**config.mk**
```make
export PLATFORM = sky130hd
export DESIGN_NAME = uart_array_recv_flat
export DESIGN_NICKNAME = d
export VERILOG_FILES = /design/src/rtl/uart_array_recv_if.sv /design/src/rtl/uart_array_recv.sv /design/src/flat_wrapper.sv
export SDC_FILE = /design/constraint.sdc
export NUM_CORES = 1
export LEC_CHECK = 0
export CORE_UTILIZATION = 25
export CTS_CLUSTER_DIAMETER = 40
export DETAILED_ROUTE_END_ITERATION = 6
export SYNTH_ARGS = -nofsm -noshare
export SYNTH_HDL_FRONTEND = slang
export SYNTH_SLANG_ARGS = --single-unit
```
**constraint.sdc**
```tcl
create_clock -name clk40mhz -period 3.67 [get_ports clk40mhz]
set_input_delay 0.734 -clock clk40mhz [delete_from_list [all_inputs] [get_ports clk40mhz]]
set_output_delay 0.734 -clock clk40mhz [all_outputs]
set_load 0.005 [all_outputs]
```
**src/rtl/uart_array_recv_if.sv**
```systemverilog
// Host-side serial line plus the assembled-array outputs of the array receiver.
interface uart_array_recv_if #(
  parameter int NU    = 10,
  parameter int WIDTH = 32
);
  logic                  rx;
  logic [NU*WIDTH-1:0]   arr_out;
  logic                  arr_valid;
  logic                  busy;
  logic                  frame_err;
  logic                  rx_timeout;
  logic [15:0]           byte_cnt;

  modport master (output rx, input arr_out, arr_valid, busy, frame_err, rx_timeout, byte_cnt);
  modport slave  (input rx, output arr_out, arr_valid, busy, frame_err, rx_timeout, byte_cnt);
endinterface

```
**src/rtl/uart_array_recv.sv**
```systemverilog
// 8N1 UART receiver packing NBYTES big-endian bytes into one array; arr_valid the clock after the last stop sample.
// No backpressure: arr_out is overwritten on every completion, the host paces the line.
module uart_array_recv #(
  parameter int NU           = 10,
  parameter int WIDTH        = 32,
  parameter int CLK_HZ       = 40000000,
  parameter int BAUD         = 115200,
  parameter int OVS          = 16,
  parameter int TIMEOUT_BITS = 40
) (
  input  logic             clk40mhz,
  input  logic             reset_n,
  uart_array_recv_if.slave bus
);
  localparam int W        = NU * WIDTH;
  localparam int NBYTES   = W / 8;
  localparam int DIV      = (CLK_HZ + (BAUD * OVS) / 2) / (BAUD * OVS);
  localparam int PW       = (DIV > 1) ? $clog2(DIV) : 1;
  localparam int CW       = (OVS > 1) ? $clog2(OVS) : 1;
  // Prescaler is parked in IDLE, so the idle timeout counts raw clocks.
  localparam int TO_LIMIT = TIMEOUT_BITS * OVS * DIV;
  localparam int TW       = $clog2(TO_LIMIT + 1);

  typedef enum logic [2:0] {IDLE, START, DATA, STOP, WAIT_HIGH} state_t;

  state_t          state;
  logic            rx_meta, rx_s;
  logic [PW-1:0]   pre;
  logic [CW-1:0]   tcnt;
  logic [2:0]      bitn;
  logic [7:0]      shreg;
  logic [W-1:0]    asm_reg;
  logic [15:0]     bcnt;
  logic [TW-1:0]   idle_cnt;
  logic [W-1:0]    arr_q;
  logic            valid_q, ferr_q, tmo_q;
  logic            tick;
  logic [W-1:0]    asm_next;

  assign tick     = (pre == PW'(DIV - 1));
  assign asm_next = W'({asm_reg, shreg});

  always_ff @(posedge clk40mhz or negedge reset_n) begin
    if (!reset_n) begin
      state    <= IDLE;
      rx_meta  <= 1'b1;
      rx_s     <= 1'b1;
      pre      <= '0;
      tcnt     <= '0;
      bitn     <= '0;
      shreg    <= '0;
      asm_reg  <= '0;
      bcnt     <= '0;
      idle_cnt <= '0;
      arr_q    <= '0;
      valid_q  <= 1'b0;
      ferr_q   <= 1'b0;
      tmo_q    <= 1'b0;
    end else begin
      rx_meta <= bus.rx;
      rx_s    <= rx_meta;
      valid_q <= 1'b0;
      ferr_q  <= 1'b0;
      tmo_q   <= 1'b0;
      if (state == IDLE || tick) pre <= '0;
      else                       pre <= pre + PW'(1);

      case (state)
        IDLE: begin
          if (bcnt != 16'd0) begin
            if (idle_cnt == TW'(TO_LIMIT - 1)) begin
              idle_cnt <= '0;
              bcnt     <= '0;
              asm_reg  <= '0;
              tmo_q    <= 1'b1;
            end else begin
              idle_cnt <= idle_cnt + TW'(1);
            end
          end else begin
            idle_cnt <= '0;
          end
          // A start edge coinciding with a timeout still begins byte 0.
          if (!rx_s) begin
            state    <= START;
            tcnt     <= '0;
            idle_cnt <= '0;
          end
        end
        START: if (tick) begin
          if (tcnt == CW'(OVS / 2 - 1)) begin
            tcnt  <= '0;
            bitn  <= '0;
            state <= rx_s ? IDLE : DATA;
          end else begin
            tcnt <= tcnt + CW'(1);
          end
        end
        DATA: if (tick) begin
          if (tcnt == CW'(OVS - 1)) begin
            tcnt  <= '0;
            shreg <= {rx_s, shreg[7:1]};
            bitn  <= bitn + 3'd1;
            if (bitn == 3'd7) state <= STOP;
          end else begin
            tcnt <= tcnt + CW'(1);
          end
        end
        STOP: if (tick) begin
          if (tcnt == CW'(OVS - 1)) begin
            tcnt <= '0;
            if (rx_s) begin
              state <= IDLE;
              if (bcnt == 16'(NBYTES - 1)) begin
                arr_q   <= asm_next;
                valid_q <= 1'b1;
                bcnt    <= '0;
                asm_reg <= '0;
              end else begin
                asm_reg <= asm_next;
                bcnt    <= bcnt + 16'd1;
              end
            end else begin
              ferr_q <= 1'b1;
              state  <= WAIT_HIGH;
            end
          end else begin
            tcnt <= tcnt + CW'(1);
          end
        end
        WAIT_HIGH: if (rx_s) state <= IDLE;
        default:   state <= IDLE;
      endcase
    end
  end

  assign bus.arr_out    = arr_q;
  assign bus.arr_valid  = valid_q;
  assign bus.frame_err  = ferr_q;
  assign bus.rx_timeout = tmo_q;
  assign bus.byte_cnt   = bcnt;
  assign bus.busy       = (state != IDLE) || (bcnt != 16'd0);
endmodule
```
**src/flat_wrapper.sv**
```systemverilog
// flat-port wrapper written by rule: the top's interface ports become plain ports
module uart_array_recv_flat 
#(
  parameter int NU           = 10,
  parameter int WIDTH        = 32,
  parameter int CLK_HZ       = 40000000,
  parameter int BAUD         = 115200,
  parameter int OVS          = 16,
  parameter int TIMEOUT_BITS = 40
)
  (clk40mhz, reset_n, bus_rx, bus_arr_out, bus_arr_valid, bus_busy, bus_frame_err, bus_rx_timeout, bus_byte_cnt);
  uart_array_recv_if #(.NU(NU), .WIDTH(WIDTH)) bus_i ();
  input  logic clk40mhz;
  input  logic reset_n;
  input wire logic [$bits(bus_i.rx)-1:0] bus_rx;
  output wire logic [$bits(bus_i.arr_out)-1:0] bus_arr_out;
  output wire logic [$bits(bus_i.arr_valid)-1:0] bus_arr_valid;
  output wire logic [$bits(bus_i.busy)-1:0] bus_busy;
  output wire logic [$bits(bus_i.frame_err)-1:0] bus_frame_err;
  output wire logic [$bits(bus_i.rx_timeout)-1:0] bus_rx_timeout;
  output wire logic [$bits(bus_i.byte_cnt)-1:0] bus_byte_cnt;
  assign bus_i.rx = bus_rx;
  assign bus_arr_out = bus_i.arr_out;
  assign bus_arr_valid = bus_i.arr_valid;
  assign bus_busy = bus_i.busy;
  assign bus_frame_err = bus_i.frame_err;
  assign bus_rx_timeout = bus_i.rx_timeout;
  assign bus_byte_cnt = bus_i.byte_cnt;
  uart_array_recv #(.NU(NU), .WIDTH(WIDTH), .CLK_HZ(CLK_HZ), .BAUD(BAUD), .OVS(OVS), .TIMEOUT_BITS(TIMEOUT_BITS)) u_core (.clk40mhz(clk40mhz), .reset_n(reset_n), .bus(bus_i));
endmodule
```
==> metrics.md <==
| Metric | Value |
|---|---|
| Largest net degree at the start of global routing | `152` |
| Rows | `121` |
| Clk_lat worst skew | `0.67 ns` |
| Initial antenna violation count | `0` |
| Die X | `333 µm` |
| CORE AREA | `109000 µm²` |
| FMAX | `292 MHz` |
| Pwr Total | `17.9 mW` |
| PortBufs | `342` |
| Critical-path maximum fanout | `6` |
| Routed via count | `21334` |
| Max Root-Sink Buffers | `3` |
| WP data arrival | `2.69 ns` |
| Fill count | `11199` |
| CP Capture Type | `output port` |
| Reg power frac | `42.5%` |
| Drt first pass iters | `5` |
| RSZ-0062 raised after global routing | `no` |
| Int Power | `13.8 mW` |
| First-pass GRT wire length | `125 mm` |
| Count of cell types in the netlist | `52` |
| Initial Util | `25.2%` |
| Critical path class | `reg2out` |
| CTS Buf Count | `105` |
| Dpl ws | `0.812 ns` |
| CP required | `2.94 ns` |
| Gpl congestion | `0.800` |
| Final WL | `78.9 mm` |
| Mapped Cells | `3036` |
| CTS H-Tree Depth | `3` |
| Post-CTS Setup Inserts | `0` |
| Slew of the pin with the lowest slew margin | `0.841 ns` |
| DR DRC count | `0` |
| Post-route clock period utilization | `93.3%` |
| Ys async rst share | `100%` |
| CTS clk-pin slew, worst paths | `0.06 ns` |
| Post-route design area | `36100 µm²` |
| Final min period | `3.42 ns` |
| Final Hold Fails | `0` |
| Num ports | `343` |
| Most common cell after layout, fill and taps aside | `nand2_1` |
| #FFs+latches synth | `690` |
| Pleak | `16.7 nW` |
| Setup-failing EPs final | `0` |
| Slew HR | `43.9%` |
| Max_cap viols | `0` |
| Final worst setup slack | `0.245 ns` |
| Post-CTS Resized | `0` |
| Pwr/cell area | `497 nW/µm²` |
| Layout area overhead | `31.6%` |
| Max FFs per register | `320` |
| Gr usage total | `14.2%` |
| Share of cells above drive strength 1 | `7.90%` |
| Sw power | `4.14 mW` |
| Die Y | `333 µm` |
| Switching share of power | `23.1%` |
| Status | `finished, final reports clean` |
| Synth Cell Area | `27400 µm²` |
| Setup TNS | `0 ns` |
| YS warnings | `0` |
| Post-synth EDFFs | `0` |
| Detailed router's first-iteration violation count | `1473` |
| Area after DPL | `32400 µm²` |
| Hold_buf cts | `0` |
| Antenna Cells | `0` |
| Grt ovf | `0` |
| Sum of net half-perimeters after detailed placement | `51.7 mm` |
| Combinational power share | `1.0%` |
| Seq/Total Area, Yosys | `63.1%` |
| Post-Route Skew | `0.0344 ns` |
| Synth Area per Inst | `9.02 µm²` |
| Worst vdd ir | `0.372 mV` |
| Vias in the first global route | `21085` |
| Clk Tree Root Cell | `clkbuf_16` |
| Final Max Slew Viols | `0` |
| Die ar. | `111000 µm²` |
| Commonest cells after routing, fill and taps aside | `1614 x nand2_1, 688 x dfrtp_1, 341 x clkdlybuf4s50_1` |
| Syn_nets | `3047` |
| HP Class | `in2async` |
| Clock power frac | `56.5%` |
| DRT antenna net count | `0` |
| CTS tree | `yes` |
| Wire per inst | `16.2 µm` |
| Crit start category | `register` |
| Synth Flop Type | `dfrtp_1` |
| CTS sink count | `690` |
| Fin nets | `3366` |
| Via/cell ratio | `4.39` |
per-layer routing:
metal	track usage [%]	wire length (µm)	vias to the layer above
met4	5.10	1960	0
met5	0	0	-
met2	21.9	35900	488
li1	-	-	10300
met3	4.37	5670	105
met1	18.8	35400	10441
critical path, cell delays in order (launching register included):
cell and delay (ns):
dfrtp_1 0.42, inv_1 0.08, ha_1 0.14, nor3b_1 0.35, nand4_2 0.23, or2_2 0.35, clkdlybuf4s50_1 0.45
cells in the mapped netlist (all sizes together), types with 2 or more instances:
library cell	count	share of area, %
dfstp	2	0.19
o31ai	4	0.11
nand4	10	0.25
xor2	3	0.096
a21o	4	0.11
clkbuf	106	1.5
nor4	9	0.37
and4	5	0.16
dfrtp	688	63
nor3	16	0.31
a211oi	5	0.14
and4b	4	0.15
mux2i	5	0.18
nor2b	2	0.046
o21ai	347	6.3
nor3b	2	0.055
nand3b	3	0.082
and3	10	0.23
a21oi	13	0.24
nor2	21	0.30
or3	7	0.16
buf	85	2.1
ha	8	0.37
a22o	3	0.096
nand3	23	0.42
mux2	8	0.33
nand2	1614	22
inv	11	0.15
a32oi	2	0.12
and2	4	0.091
layout make-up:
cell class | instances | area [µm²] | share of cell area [%]
sequential | 690 | 17300 | 47.9
clock buffer | 120 | 2780 | 7.70
inverter | 11 | 41.3 | 0.115
clock inverter | 76 | 846 | 2.35
tap | 1414 | 1770 | 4.91
multi-input combinational | 2144 | 9140 | 25.4
timing repair buffer | 403 | 4210 | 11.7
final timing paths:
check	from	end	slack (ns)	cells after the start
max in group asynchronous	reset_n	u_core.asm_reg[239]	2.60	2
max	u_core.bus.byte_cnt[0]	bus_busy	0.25	6
max reg2reg	u_core.bus.byte_cnt[3]	u_core.bus.arr_out[110]	0.70	6
min in group clk40mhz	u_core.rx_meta	u_core.rx_s	0.35	0
min reg2reg	u_core.rx_meta	u_core.rx_s	0.35	0
min	reset_n	u_core.bus.arr_out[128]	0.07	1
through the flow:
step | hold slack, ns | cells | util [%]
2_1_floorplan | 0.345 | 3036 | -
3_3_place_gp | 0.347 | 4662 | 29.8
3_5_place_dp | 0.350 | 4662 | 29.8
4_1_cts | 0.0434 | 4858 | 33.2
5_1_grt | 0.0716 | 4858 | 33.2
6_report | 0.0705 | 4858 | 33.2
cells by family after synthesis:
family	count (synthesis)	synth area share [%]
compound gates	385	7.36
xor+xnor	4	0.128
fa+ha+maj	8	0.365
buf+inv	202	3.73
flops	690	63.1
mux	13	0.512
simple gates	1734	24.9
power groups by stage:
stage	Clock, mW	Sequential [mW]	Combinational (mW)
3_3_place_gp	0	7.75	0.194
4_1_cts	10.4	7.62	0.194
5_1_grt	10.7	7.61	0.214
2_1_floorplan	0	7.75	0.00223
6_report	10.1	7.62	0.180
3_5_place_dp	0	7.75	0.194
Note: power is estimated with default switching activity, not from simulation.
